## src/rtl/hazard_pkg.sv

```systemverilog
// Shared encodings for the pipeline hazard controller.
package hazard_pkg;

  typedef logic state_t;

  // FSM state encoding
  localparam state_t StRun = 1'b0;
  localparam state_t StMul = 1'b1;

  // Legal range of the multiply occupancy parameter
  localparam int unsigned MulLatMin = 1;
  localparam int unsigned MulLatMax = 16;

  // Width of the multiply down-counter (holds up to MulLatMax-2)
  localparam int unsigned MulCntW = 4;

  // Bubble encoding the stage registers load when told to: addi x0, x0, 0
  localparam logic [31:0] NopInstr = 32'h0000_0013;

endpackage

```

## src/rtl/hazard_if.sv

```systemverilog
// Signal bundle between the pipeline datapath and the hazard controller.
interface hazard_if #(
  parameter int unsigned CNT_W = 32
) ();

  logic [4:0]       IFID_rs1_i;
  logic [4:0]       IFID_rs2_i;
  logic [4:0]       IDEX_rd_i;
  logic             IDEX_MemRead_i;
  logic             EX_mul_i;
  logic             branch_taken_i;
  logic             mem_req_i;
  logic             mem_ack_i;

  logic             PC_write_o;
  logic             IFID_write_o;
  logic             IDEX_write_o;
  logic             EXMEM_write_o;
  logic             IFID_flush_o;
  logic             IDEX_bubble_o;
  logic             EXMEM_bubble_o;
  logic             MEMWB_bubble_o;
  logic             mul_busy_o;
  logic [CNT_W-1:0] stall_cnt_o;
  logic [CNT_W-1:0] flush_cnt_o;

  // Datapath side: supplies hazard sources, consumes enables.
  modport master (
    output IFID_rs1_i, IFID_rs2_i, IDEX_rd_i, IDEX_MemRead_i, EX_mul_i,
           branch_taken_i, mem_req_i, mem_ack_i,
    input  PC_write_o, IFID_write_o, IDEX_write_o, EXMEM_write_o, IFID_flush_o,
           IDEX_bubble_o, EXMEM_bubble_o, MEMWB_bubble_o, mul_busy_o,
           stall_cnt_o, flush_cnt_o
  );

  // Hazard controller side.
  modport slave (
    input  IFID_rs1_i, IFID_rs2_i, IDEX_rd_i, IDEX_MemRead_i, EX_mul_i,
           branch_taken_i, mem_req_i, mem_ack_i,
    output PC_write_o, IFID_write_o, IDEX_write_o, EXMEM_write_o, IFID_flush_o,
           IDEX_bubble_o, EXMEM_bubble_o, MEMWB_bubble_o, mul_busy_o,
           stall_cnt_o, flush_cnt_o
  );

endinterface

```

## src/rtl/sat_counter.sv

```systemverilog
// Saturating up-counter used for the stall and flush performance counters.
module sat_counter #(
  parameter int unsigned W = 32
) (
  input  logic         clk_i,
  input  logic         rst_i,
  input  logic         inc_i,
  output logic [W-1:0] cnt_o
);

  logic [W-1:0] cnt_q;

  // Count qualifying cycles, sticking at all-ones
  always_ff @(posedge clk_i or posedge rst_i) begin
    if (rst_i) begin
      cnt_q <= '0;
    end else if (inc_i && (cnt_q != '1)) begin
      cnt_q <= cnt_q + 1'b1;
    end
  end

  assign cnt_o = cnt_q;

endmodule

```

## src/rtl/hazard_ctrl.sv

```systemverilog
// Pipeline hazard controller: stage enables, bubbles, flushes and perf counters.
module hazard_ctrl
  import hazard_pkg::*;
#(
  parameter int unsigned MUL_LAT = 4,
  parameter int unsigned CNT_W   = 32
) (
  input  logic     clk_i,
  input  logic     rst_i,
  hazard_if.slave  bus
);

  // A one-cycle multiply never needs to stall EX.
  localparam logic               MulEn   = (MUL_LAT > 1);
  localparam logic [MulCntW-1:0] CntLoad = (MUL_LAT > 1) ? MulCntW'(MUL_LAT - 2) : '0;

  state_t             state_q, state_d;
  logic [MulCntW-1:0] cnt_q, cnt_d;
  logic               mem_freeze, load_use, mul_stall;

  // Hazard detection and multiply sequencing
  always_comb begin
    mem_freeze = bus.mem_req_i & ~bus.mem_ack_i;
    load_use   = bus.IDEX_MemRead_i & (bus.IDEX_rd_i != 5'd0) &
                 ((bus.IDEX_rd_i == bus.IFID_rs1_i) | (bus.IDEX_rd_i == bus.IFID_rs2_i));
    mul_stall  = 1'b0;
    state_d    = state_q;
    cnt_d      = cnt_q;
    if (!mem_freeze) begin
      if (state_q == StRun) begin
        if (bus.EX_mul_i && MulEn) begin
          mul_stall = 1'b1;
          state_d   = StMul;
          cnt_d     = CntLoad;
        end
      end else if (cnt_q != '0) begin
        mul_stall = 1'b1;
        cnt_d     = cnt_q - 1'b1;
      end else begin
        // Release cycle: EX result is written, pipeline advances.
        state_d = StRun;
      end
    end
  end

  // FSM state and multiply down-counter
  always_ff @(posedge clk_i or posedge rst_i) begin
    if (rst_i) begin
      state_q <= StRun;
      cnt_q   <= '0;
    end else begin
      state_q <= state_d;
      cnt_q   <= cnt_d;
    end
  end

  // Prioritised enables; any stall suppresses a taken-branch flush
  always_comb begin
    bus.PC_write_o     = 1'b1;
    bus.IFID_write_o   = 1'b1;
    bus.IDEX_write_o   = 1'b1;
    bus.EXMEM_write_o  = 1'b1;
    bus.IFID_flush_o   = 1'b0;
    bus.IDEX_bubble_o  = 1'b0;
    bus.EXMEM_bubble_o = 1'b0;
    bus.MEMWB_bubble_o = 1'b0;
    bus.mul_busy_o     = 1'b0;
    if (rst_i) begin
      bus.PC_write_o    = 1'b0;
      bus.IFID_write_o  = 1'b0;
      bus.IDEX_write_o  = 1'b0;
      bus.EXMEM_write_o = 1'b0;
    end else if (mem_freeze) begin
      bus.PC_write_o     = 1'b0;
      bus.IFID_write_o   = 1'b0;
      bus.IDEX_write_o   = 1'b0;
      bus.EXMEM_write_o  = 1'b0;
      bus.MEMWB_bubble_o = 1'b1;
    end else if (mul_stall) begin
      bus.PC_write_o     = 1'b0;
      bus.IFID_write_o   = 1'b0;
      bus.IDEX_write_o   = 1'b0;
      bus.EXMEM_bubble_o = 1'b1;
      bus.mul_busy_o     = 1'b1;
    end else if (load_use) begin
      bus.PC_write_o    = 1'b0;
      bus.IFID_write_o  = 1'b0;
      bus.IDEX_bubble_o = 1'b1;
    end else if (bus.branch_taken_i) begin
      bus.IFID_flush_o = 1'b1;
    end
  end

  logic stall_inc;
  assign stall_inc = ~bus.PC_write_o & ~rst_i;

  sat_counter #(
    .W (CNT_W)
  ) u_stall_cnt (
    .clk_i (clk_i),
    .rst_i (rst_i),
    .inc_i (stall_inc),
    .cnt_o (bus.stall_cnt_o)
  );

  sat_counter #(
    .W (CNT_W)
  ) u_flush_cnt (
    .clk_i (clk_i),
    .rst_i (rst_i),
    .inc_i (bus.IFID_flush_o),
    .cnt_o (bus.flush_cnt_o)
  );

endmodule

```

## src/flat_wrapper.sv

```systemverilog
// flat-port wrapper written by rule: the top's interface ports become plain ports
module hazard_ctrl_flat import hazard_pkg::*;
#(
  parameter int unsigned MUL_LAT = 4,
  parameter int unsigned CNT_W   = 32
)
  (clk_i, rst_i, bus_IFID_rs1_i, bus_IFID_rs2_i, bus_IDEX_rd_i, bus_IDEX_MemRead_i, bus_EX_mul_i, bus_branch_taken_i, bus_mem_req_i, bus_mem_ack_i, bus_PC_write_o, bus_IFID_write_o, bus_IDEX_write_o, bus_EXMEM_write_o, bus_IFID_flush_o, bus_IDEX_bubble_o, bus_EXMEM_bubble_o, bus_MEMWB_bubble_o, bus_mul_busy_o, bus_stall_cnt_o, bus_flush_cnt_o);
  hazard_if #(.CNT_W(CNT_W)) bus_i ();
  input  logic clk_i;
  input  logic rst_i;
  input wire logic [$bits(bus_i.IFID_rs1_i)-1:0] bus_IFID_rs1_i;
  input wire logic [$bits(bus_i.IFID_rs2_i)-1:0] bus_IFID_rs2_i;
  input wire logic [$bits(bus_i.IDEX_rd_i)-1:0] bus_IDEX_rd_i;
  input wire logic [$bits(bus_i.IDEX_MemRead_i)-1:0] bus_IDEX_MemRead_i;
  input wire logic [$bits(bus_i.EX_mul_i)-1:0] bus_EX_mul_i;
  input wire logic [$bits(bus_i.branch_taken_i)-1:0] bus_branch_taken_i;
  input wire logic [$bits(bus_i.mem_req_i)-1:0] bus_mem_req_i;
  input wire logic [$bits(bus_i.mem_ack_i)-1:0] bus_mem_ack_i;
  output wire logic [$bits(bus_i.PC_write_o)-1:0] bus_PC_write_o;
  output wire logic [$bits(bus_i.IFID_write_o)-1:0] bus_IFID_write_o;
  output wire logic [$bits(bus_i.IDEX_write_o)-1:0] bus_IDEX_write_o;
  output wire logic [$bits(bus_i.EXMEM_write_o)-1:0] bus_EXMEM_write_o;
  output wire logic [$bits(bus_i.IFID_flush_o)-1:0] bus_IFID_flush_o;
  output wire logic [$bits(bus_i.IDEX_bubble_o)-1:0] bus_IDEX_bubble_o;
  output wire logic [$bits(bus_i.EXMEM_bubble_o)-1:0] bus_EXMEM_bubble_o;
  output wire logic [$bits(bus_i.MEMWB_bubble_o)-1:0] bus_MEMWB_bubble_o;
  output wire logic [$bits(bus_i.mul_busy_o)-1:0] bus_mul_busy_o;
  output wire logic [$bits(bus_i.stall_cnt_o)-1:0] bus_stall_cnt_o;
  output wire logic [$bits(bus_i.flush_cnt_o)-1:0] bus_flush_cnt_o;
  assign bus_i.IFID_rs1_i = bus_IFID_rs1_i;
  assign bus_i.IFID_rs2_i = bus_IFID_rs2_i;
  assign bus_i.IDEX_rd_i = bus_IDEX_rd_i;
  assign bus_i.IDEX_MemRead_i = bus_IDEX_MemRead_i;
  assign bus_i.EX_mul_i = bus_EX_mul_i;
  assign bus_i.branch_taken_i = bus_branch_taken_i;
  assign bus_i.mem_req_i = bus_mem_req_i;
  assign bus_i.mem_ack_i = bus_mem_ack_i;
  assign bus_PC_write_o = bus_i.PC_write_o;
  assign bus_IFID_write_o = bus_i.IFID_write_o;
  assign bus_IDEX_write_o = bus_i.IDEX_write_o;
  assign bus_EXMEM_write_o = bus_i.EXMEM_write_o;
  assign bus_IFID_flush_o = bus_i.IFID_flush_o;
  assign bus_IDEX_bubble_o = bus_i.IDEX_bubble_o;
  assign bus_EXMEM_bubble_o = bus_i.EXMEM_bubble_o;
  assign bus_MEMWB_bubble_o = bus_i.MEMWB_bubble_o;
  assign bus_mul_busy_o = bus_i.mul_busy_o;
  assign bus_stall_cnt_o = bus_i.stall_cnt_o;
  assign bus_flush_cnt_o = bus_i.flush_cnt_o;
  hazard_ctrl #(.MUL_LAT(MUL_LAT), .CNT_W(CNT_W)) u_core (.clk_i(clk_i), .rst_i(rst_i), .bus(bus_i));
endmodule
```

## config.mk

```make
export PLATFORM = sky130hd
export DESIGN_NAME = hazard_ctrl_flat
export DESIGN_NICKNAME = d
export VERILOG_FILES = /design/src/rtl/hazard_pkg.sv /design/src/rtl/hazard_if.sv /design/src/rtl/sat_counter.sv /design/src/rtl/hazard_ctrl.sv /design/src/flat_wrapper.sv
export SDC_FILE = /design/constraint.sdc
export NUM_CORES = 1
export LEC_CHECK = 0
export CAP_MARGIN = 20
export CORE_ASPECT_RATIO = 0.7
export CORE_UTILIZATION = 35
export CTS_CLUSTER_SIZE = 14
export DETAILED_ROUTE_END_ITERATION = 16
export PLACE_DENSITY = 0.71
export SLEW_MARGIN = 20
export SYNTH_ARGS = -nofsm -noshare
export SYNTH_HDL_FRONTEND = slang
export SYNTH_SLANG_ARGS = --single-unit
```

## constraint.sdc

```tcl
create_clock -name clk_i -period 2.4 [get_ports clk_i]
set_clock_uncertainty 0.2 [all_clocks]
set_input_delay 0.6 -clock clk_i [delete_from_list [all_inputs] [get_ports clk_i]]
set_output_delay 0.6 -clock clk_i [all_outputs]
set_load 0.005 [all_outputs]
```

==> results of run 1 <==
## path summary, 6_finish.rpt
path,start,end,cells past startpoint
worst max-delay path,bus_IDEX_rd_i[3],u_core.u_flush_cnt.cnt_o[30],10
worst max register to register,u_core.cnt_q[0],u_core.u_flush_cnt.cnt_o[30],11
worst min-delay path,u_core.u_stall_cnt.cnt_o[5],u_core.u_stall_cnt.cnt_o[5],1
max in group asynchronous,rst_i,u_core.u_stall_cnt.cnt_o[14],6
worst min register to register,u_core.u_stall_cnt.cnt_o[5],u_core.u_stall_cnt.cnt_o[5],1
min in group asynchronous,rst_i,u_core.u_stall_cnt.cnt_o[1],6
## registers in the layout, summed over array words and instances (netlist names)
name and cells:
u_core.u_stall_cnt.cnt_o 32, u_core.cnt_q 4, u_core.state_q 1, u_core.u_flush_cnt.cnt_o 32
## cells by family after synthesis
logic type	count (synthesis)	share of synthesized area, %
simple gates	154	23.6
xor+xnor	71	18.2
flops	69	50.7
buf+inv	19	2.35
compound gates	16	3.08
mux	3	0.954
fa+ha+maj	3	1.10
## final cells by class
cell class                 count  area, sq um
multi-input combinational    247         1940
tap                          124          155
clock inverter                 1         30.0
fill                         759         3490
sequential                    69         1730
clock buffer                  13          270
inverter                      13         52.6
timing repair buffer         172         1580
## critical path: cells and delay by family
kind | cells | cell delay (ns)
and+or+nand+nor | 3 | 1.17
buffers and inverters | 4 | 0.46
AOI/OAI and AO/OA | 2 | 0.35
xor gates and xnor gates | 1 | 0.15
## layer usage
| layer | share of wire (%) | vias up | wire length [microns] | track usage, % |
|---|---|---|---|---|
| met5 | 0 | - | 0 | 0 |
| met4 | 2.6 | 0 | 255 | 8.75 |
| met3 | 5.4 | 20 | 538 | 5.16 |
| met2 | 45 | 88 | 4510 | 30.2 |
| met1 | 47 | 1511 | 4630 | 28.1 |
| li1 | - | 1510 | - | - |
## cells in the final DEF (no fill, tap or decap), drive strengths merged, types with 4 or more instances in the layout
| cell type | synthesis | layout |
|---|---|---|
| dfrtp | 69 | 69 |
| o21ai | 5 | 5 |
| clkbuf | 2 | 14 |
| xor2 | 20 | 20 |
| nand4 | 25 | 25 |
| or3 | 4 | 4 |
| dlygate4sd2 | 0 | 7 |
| buf | 4 | 88 |
| xnor2 | 51 | 51 |
| clkdlybuf4s50 | 0 | 66 |
| clkdlybuf4s15 | 0 | 10 |
| inv | 13 | 12 |
| and3 | 14 | 14 |
| nand2 | 32 | 32 |
| nand2b | 4 | 4 |
| nand3 | 24 | 24 |
| nor2 | 24 | 24 |
| nor4 | 5 | 5 |
| nor3 | 10 | 10 |
## what timing repair did
| action | CTS | global route |
|---|---|---|
| hold buffers | 0 | 0 |
| pin swaps | 33 | 27 |
| setup endpoints to repair | 72 | 63 |
| buffers inserted | 9 | 13 |
| endpoints found under the hold margin | 0 | 0 |
| gates resized for setup | 115 | 46 |
## power groups by stage
stage	clock, mW	sequential, mW	combinational [mW]
2_1_floorplan	0	1.44	0.346
3_5_place_dp	0	1.42	0.879
4_1_cts	1.38	1.41	0.994
3_3_place_gp	0	1.42	0.858
5_1_grt	1.43	1.43	1.18
6_report	1.35	1.41	1.08
==> reports/qor.yml, run 1 <==
clock_tree:
  tritoncts: "done"
  clk_latency_ns: 0.33
  h-tree-depth: 3
  cts_made_buffers: 9
  clockBufferDepth: 2
  cts_root_buf: "clkbuf_16"
  clock_sinks: 69
  path_clk_slew_ns: 0.05
power:
  power.share.switching_pct: 27.4
  pwr-share-comb_pct: 28.1
  p_leak_nw: 2.58
  ir_drop_uv: 356
  p_int_mw: 2.79
  pwr-share-clk_pct: 35.2
  p_seq_share_pct: 36.7
  power_density_nw_per_um2: 668
  p_switching_mw: 1.06
  total_power_mw: 3.85
global_routing:
  grt_pass1_vias: 3200
  overflow: 0
  grt_pass1_wl_microns: 16000
  grt_max_degree: 44
  antenna_found_initial: 0
  grt_use_total_pct: 20.4
die:
  initial_core_util_pct: 36.8
  dieArea_sq_um: 10100
  core_sq_um: 9250
  rows: 29
  io_pins: 95
  die_h_microns: 84.6
  die_x_microns: 120
timing:
  worst_pin_slew_ns: 0.459
  setup_violations: 19
  holdWs_ns: 0.286
  setup_slack_ns: -0.272
  fin_crit_ns: 2.67
  fin_crit_sh_pct: 111
  relSlewSlack_pct: 69.3
  grt_setup_unrepaired: "true"
  slew_viol_final: 0
  hold_viol: 0
  setup_total_negative_slack_ns: -2.69
  fmax_mhz: 374
synth:
  yosysWarnings: 0
  synth_cells: 335
  synth-edff-count: 0
  ys_ff_latch: 69
  syn_area_per_cell_sq_um: 10.2
  async_flop_share_pct: 100
  synth_top_area_share_pct: 50.7
  yosysSeqAreaShare_pct: 50.7
  synth.most_common_cell: "dfrtp_1"
  synth_area_leaders: "dfrtp_1, xnor2_1, xor2_1"
  synth.largest_area_cell: "dfrtp_1"
  synth_common_cells: "dfrtp_1, xnor2_1, nand2_1, nand4_1"
  netlist-cell-type-count: 36
  ys.flop_type: "dfrtp_1"
  synth_area_sq_um: 3410
  syn_nets: 360
detailed_routing:
  vias_per_cell: 4.90
  vias: 3129
  first_pass_iters: 4
  ant_nets: 0
  wirelength_microns: 9930
  drc: 0
  avgRoutedWirePerCell_microns: 15.5
  drt_iter0_markers: 110
setup_path:
  crit_arrival_ns: 2.72
  start_kind: "primary input"
  endpoint_kind: "flop"
  critPathMaxFanout: 3
  cp_slowest_cell: "or4_4"
  path_class: "in2reg"
  max_stage_delay_ns: 0.57
  rrSetupSlack_ns: -0.12
  path_cells: "buf_6 > or4_4 > o21ai_4 > inv_2 > a21o_1 > buf_6 > or4_4 > buf_12 > nor2_4 > xor2_1"
  cp_data_required_time_ns: 2.45
place:
  place_hpwl_microns: 6700
  portBuffers: 94
  dp.cells: 605
  placed_area_sq_um: 4950
  place_ws_ns: -1.07
  gp_congestion: 0.857
cells_and_area:
  final_layout_size_suffix_gt1_share_pct: 30.1
  fin_cells: 639
  final_util_pct: 62.3
  area_delta_synth_final_pct: 69.0
  finish.instance_area_sq_um: 5760
  fin_nets: 537
  diodes: 0
run_status:
  status: "finished, violations left"
  failed_checks: "negative setup slack"
worst_hold_path:
  hold_class: "reg2reg"
job:
  cap_violations: 0
No activity file was read; power rests on OpenSTA's default activity.
==> inputs of run 2 (changes only) <==
--- a/config.mk
+++ b/config.mk
@@ -10,7 +10,7 @@
 export CORE_UTILIZATION = 35
 export CTS_CLUSTER_SIZE = 14
 export DETAILED_ROUTE_END_ITERATION = 16
-export PLACE_DENSITY = 0.71
+export PLACE_DENSITY = 0.68
 export SLEW_MARGIN = 20
 export SYNTH_ARGS = -nofsm -noshare
 export SYNTH_HDL_FRONTEND = slang
==> constraint.sdc (replaced) <==
create_clock -name clk_i -period 3.3 [get_ports clk_i]
set_clock_uncertainty 0.2 [all_clocks]
set_input_delay 0.825 -clock clk_i [delete_from_list [all_inputs] [get_ports clk_i]]
set_output_delay 0.825 -clock clk_i [all_outputs]
set_load 0.005 [all_outputs]
==> reports/qor.yml, run 2 (synthesis gave the netlist of run 1 again) <==
run_status:
  status: "finished, final reports clean"
timing:
  holdWs_ns: 0.289
  setup_violations: 0
  worst_pin_slew_ns: 0.493
  relSlewSlack_pct: 66.9
  fin_crit_sh_pct: 97.3
  fin_crit_ns: 3.21
  grt_setup_unrepaired: "false"
  hold_viol: 0
  fmax_mhz: 312
  slew_viol_final: 0
die:
  dieArea_sq_um: 10100
  rows: 29
  core_sq_um: 9250
  die_x_microns: 120
  io_pins: 95
  die_h_microns: 84.6
  initial_core_util_pct: 36.8
cells_and_area:
  diodes: 0
  fill_cells: 857
  finish.instance_area_sq_um: 4960
  fin_nets: 485
  final_util_pct: 53.6
  layout_common_cells: "clkdlybuf4s50_1, dfrtp_1, xnor2_1"
  layout_commonest_cell: "clkdlybuf4s50_1"
  final_layout_size_suffix_gt1_share_pct: 12.5
  register_area_sq_um: 1730
  area_delta_synth_final_pct: 45.6
  multi_input_area_sq_um: 1630
clock_tree:
  tritoncts: "done"
  clockBufferDepth: 2
  clk_latency_ns: 0.33
  ctsHoldBuffers: 0
  h-tree-depth: 3
  path_clk_slew_ns: 0.06
  cts_root_buf: "clkbuf_16"
  clock_sinks: 69
  cts_made_buffers: 9
worst_hold_path:
  hold_class: "reg2reg"
global_routing:
  grt_pass1_wl_microns: 14200
  grt_max_degree: 40
  grt_use_total_pct: 17.6
  antenna_found_initial: 0
  overflow: 0
  grt_pass1_vias: 2842
setup_path:
  path_delay_family: "buffers and inverters"
  max_stage_delay_ns: 0.52
  cp_data_required_time_ns: 2.27
  path_cells: "dlygate4sd2_1 > or4_1 > o21ai_1 > inv_1 > a21oi_2 > clkdlybuf4s15_1"
  cp_slowest_cell: "or4_1"
  endpoint_kind: "primary output"
  path_class: "in2out"
  critPathMaxFanout: 3
  path_buf_inv: 3
  crit_arrival_ns: 2.19
  start_kind: "primary input"
place:
  gp_congestion: 0.819
  placed_area_sq_um: 4660
  portBuffers: 94
  place_hpwl_microns: 6060
power:
  ir_drop_uv: 337
  p_leak_nw: 2.16
  power_density_nw_per_um2: 500
  total_power_mw: 2.48
detailed_routing:
  drt_iter0_markers: 214
  ant_nets: 0
  first_pass_iters: 4
  drc: 0
  vias_per_cell: 4.91
  avgRoutedWirePerCell_microns: 14.0
  vias: 2885
  wirelength_microns: 8250
job:
  cap_violations: 0
[run 2: cell types whose count changed in the layout (fill, tap and decap cells not counted), sizes merged]
cell,change
dlygate4sd2,+1
clkinv,+1
inv,+1
clkinvlp,-1
clkdlybuf4s15,-9
clkbuf,+2
buf,-60
bufinv,-1
clkdlybuf4s50,+15
[run 2: per-layer routing]
layer  wire length [microns]  GRT usage, %
met1                    4190          25.7
met2                    3400          24.3
met3                     530          5.77
met4                     127          5.91
met5                       0             0
[run 2: final cells by class]
cell class / count / share of cell area (%)
flip-flops and latches: 69 / 34.8
clock buffers: 14 / 5.52
inverters: 13 / 0.983
well taps: 124 / 3.13
multi-input cells: 247 / 32.8
clock inverters: 1 / 0.101
repair buffers: 120 / 22.7
[run 2: worst paths after layout]
path	slack, ns	cells past startpoint	start	end
max reg2reg	0.59	11	u_core.cnt_q[0]	u_core.u_flush_cnt.cnt_o[28]
max	0.09	6	bus_IDEX_rd_i[3]	bus_PC_write_o
min	0.29	1	u_core.cnt_q[3]	u_core.cnt_q[3]
max in group asynchronous	1.62	4	rst_i	u_core.u_flush_cnt.cnt_o[18]
min reg2reg	0.29	1	u_core.cnt_q[3]	u_core.cnt_q[3]
min in group asynchronous	0.89	4	rst_i	u_core.state_q
[run 2: power breakdown]
part	switching [mW]	internal, mW
combinational	0.220	0.306
clock	0.335	0.565
sequential	0.116	0.941
total	0.671	1.81
[run 2: metrics by stage]
step | instances | setup slack (ns) | TNS (ns)
after floorplan | 335 | 0.407 | 0
after global placement | 570 | -0.413 | -2.50
after detailed placement | 570 | -0.439 | -3.17
after CTS | 588 | 0.0287 | 0
after global routing | 588 | 0.0132 | 0
final | 588 | 0.0900 | 0
[run 2: worst reg2reg max path, cell delays in order, from the launching register on]
cell and delay (ns):
dfrtp_1 0.38, inv_1 0.09, ha_1 0.17, nand2b_1 0.07, o22ai_1 0.27, nand3_1 0.13
a21o_1 0.18, buf_4 0.13, buf_4 0.14, or4_4 0.57, nor3_2 0.14, xor2_1 0.16
[run 2: what timing repair did]
item                                    4_1_cts  5_1_grt
endpoints found under the setup margin        7        4
pin swaps                                     5        2
buffers inserted                              3        0
gates resized for setup                      23        5
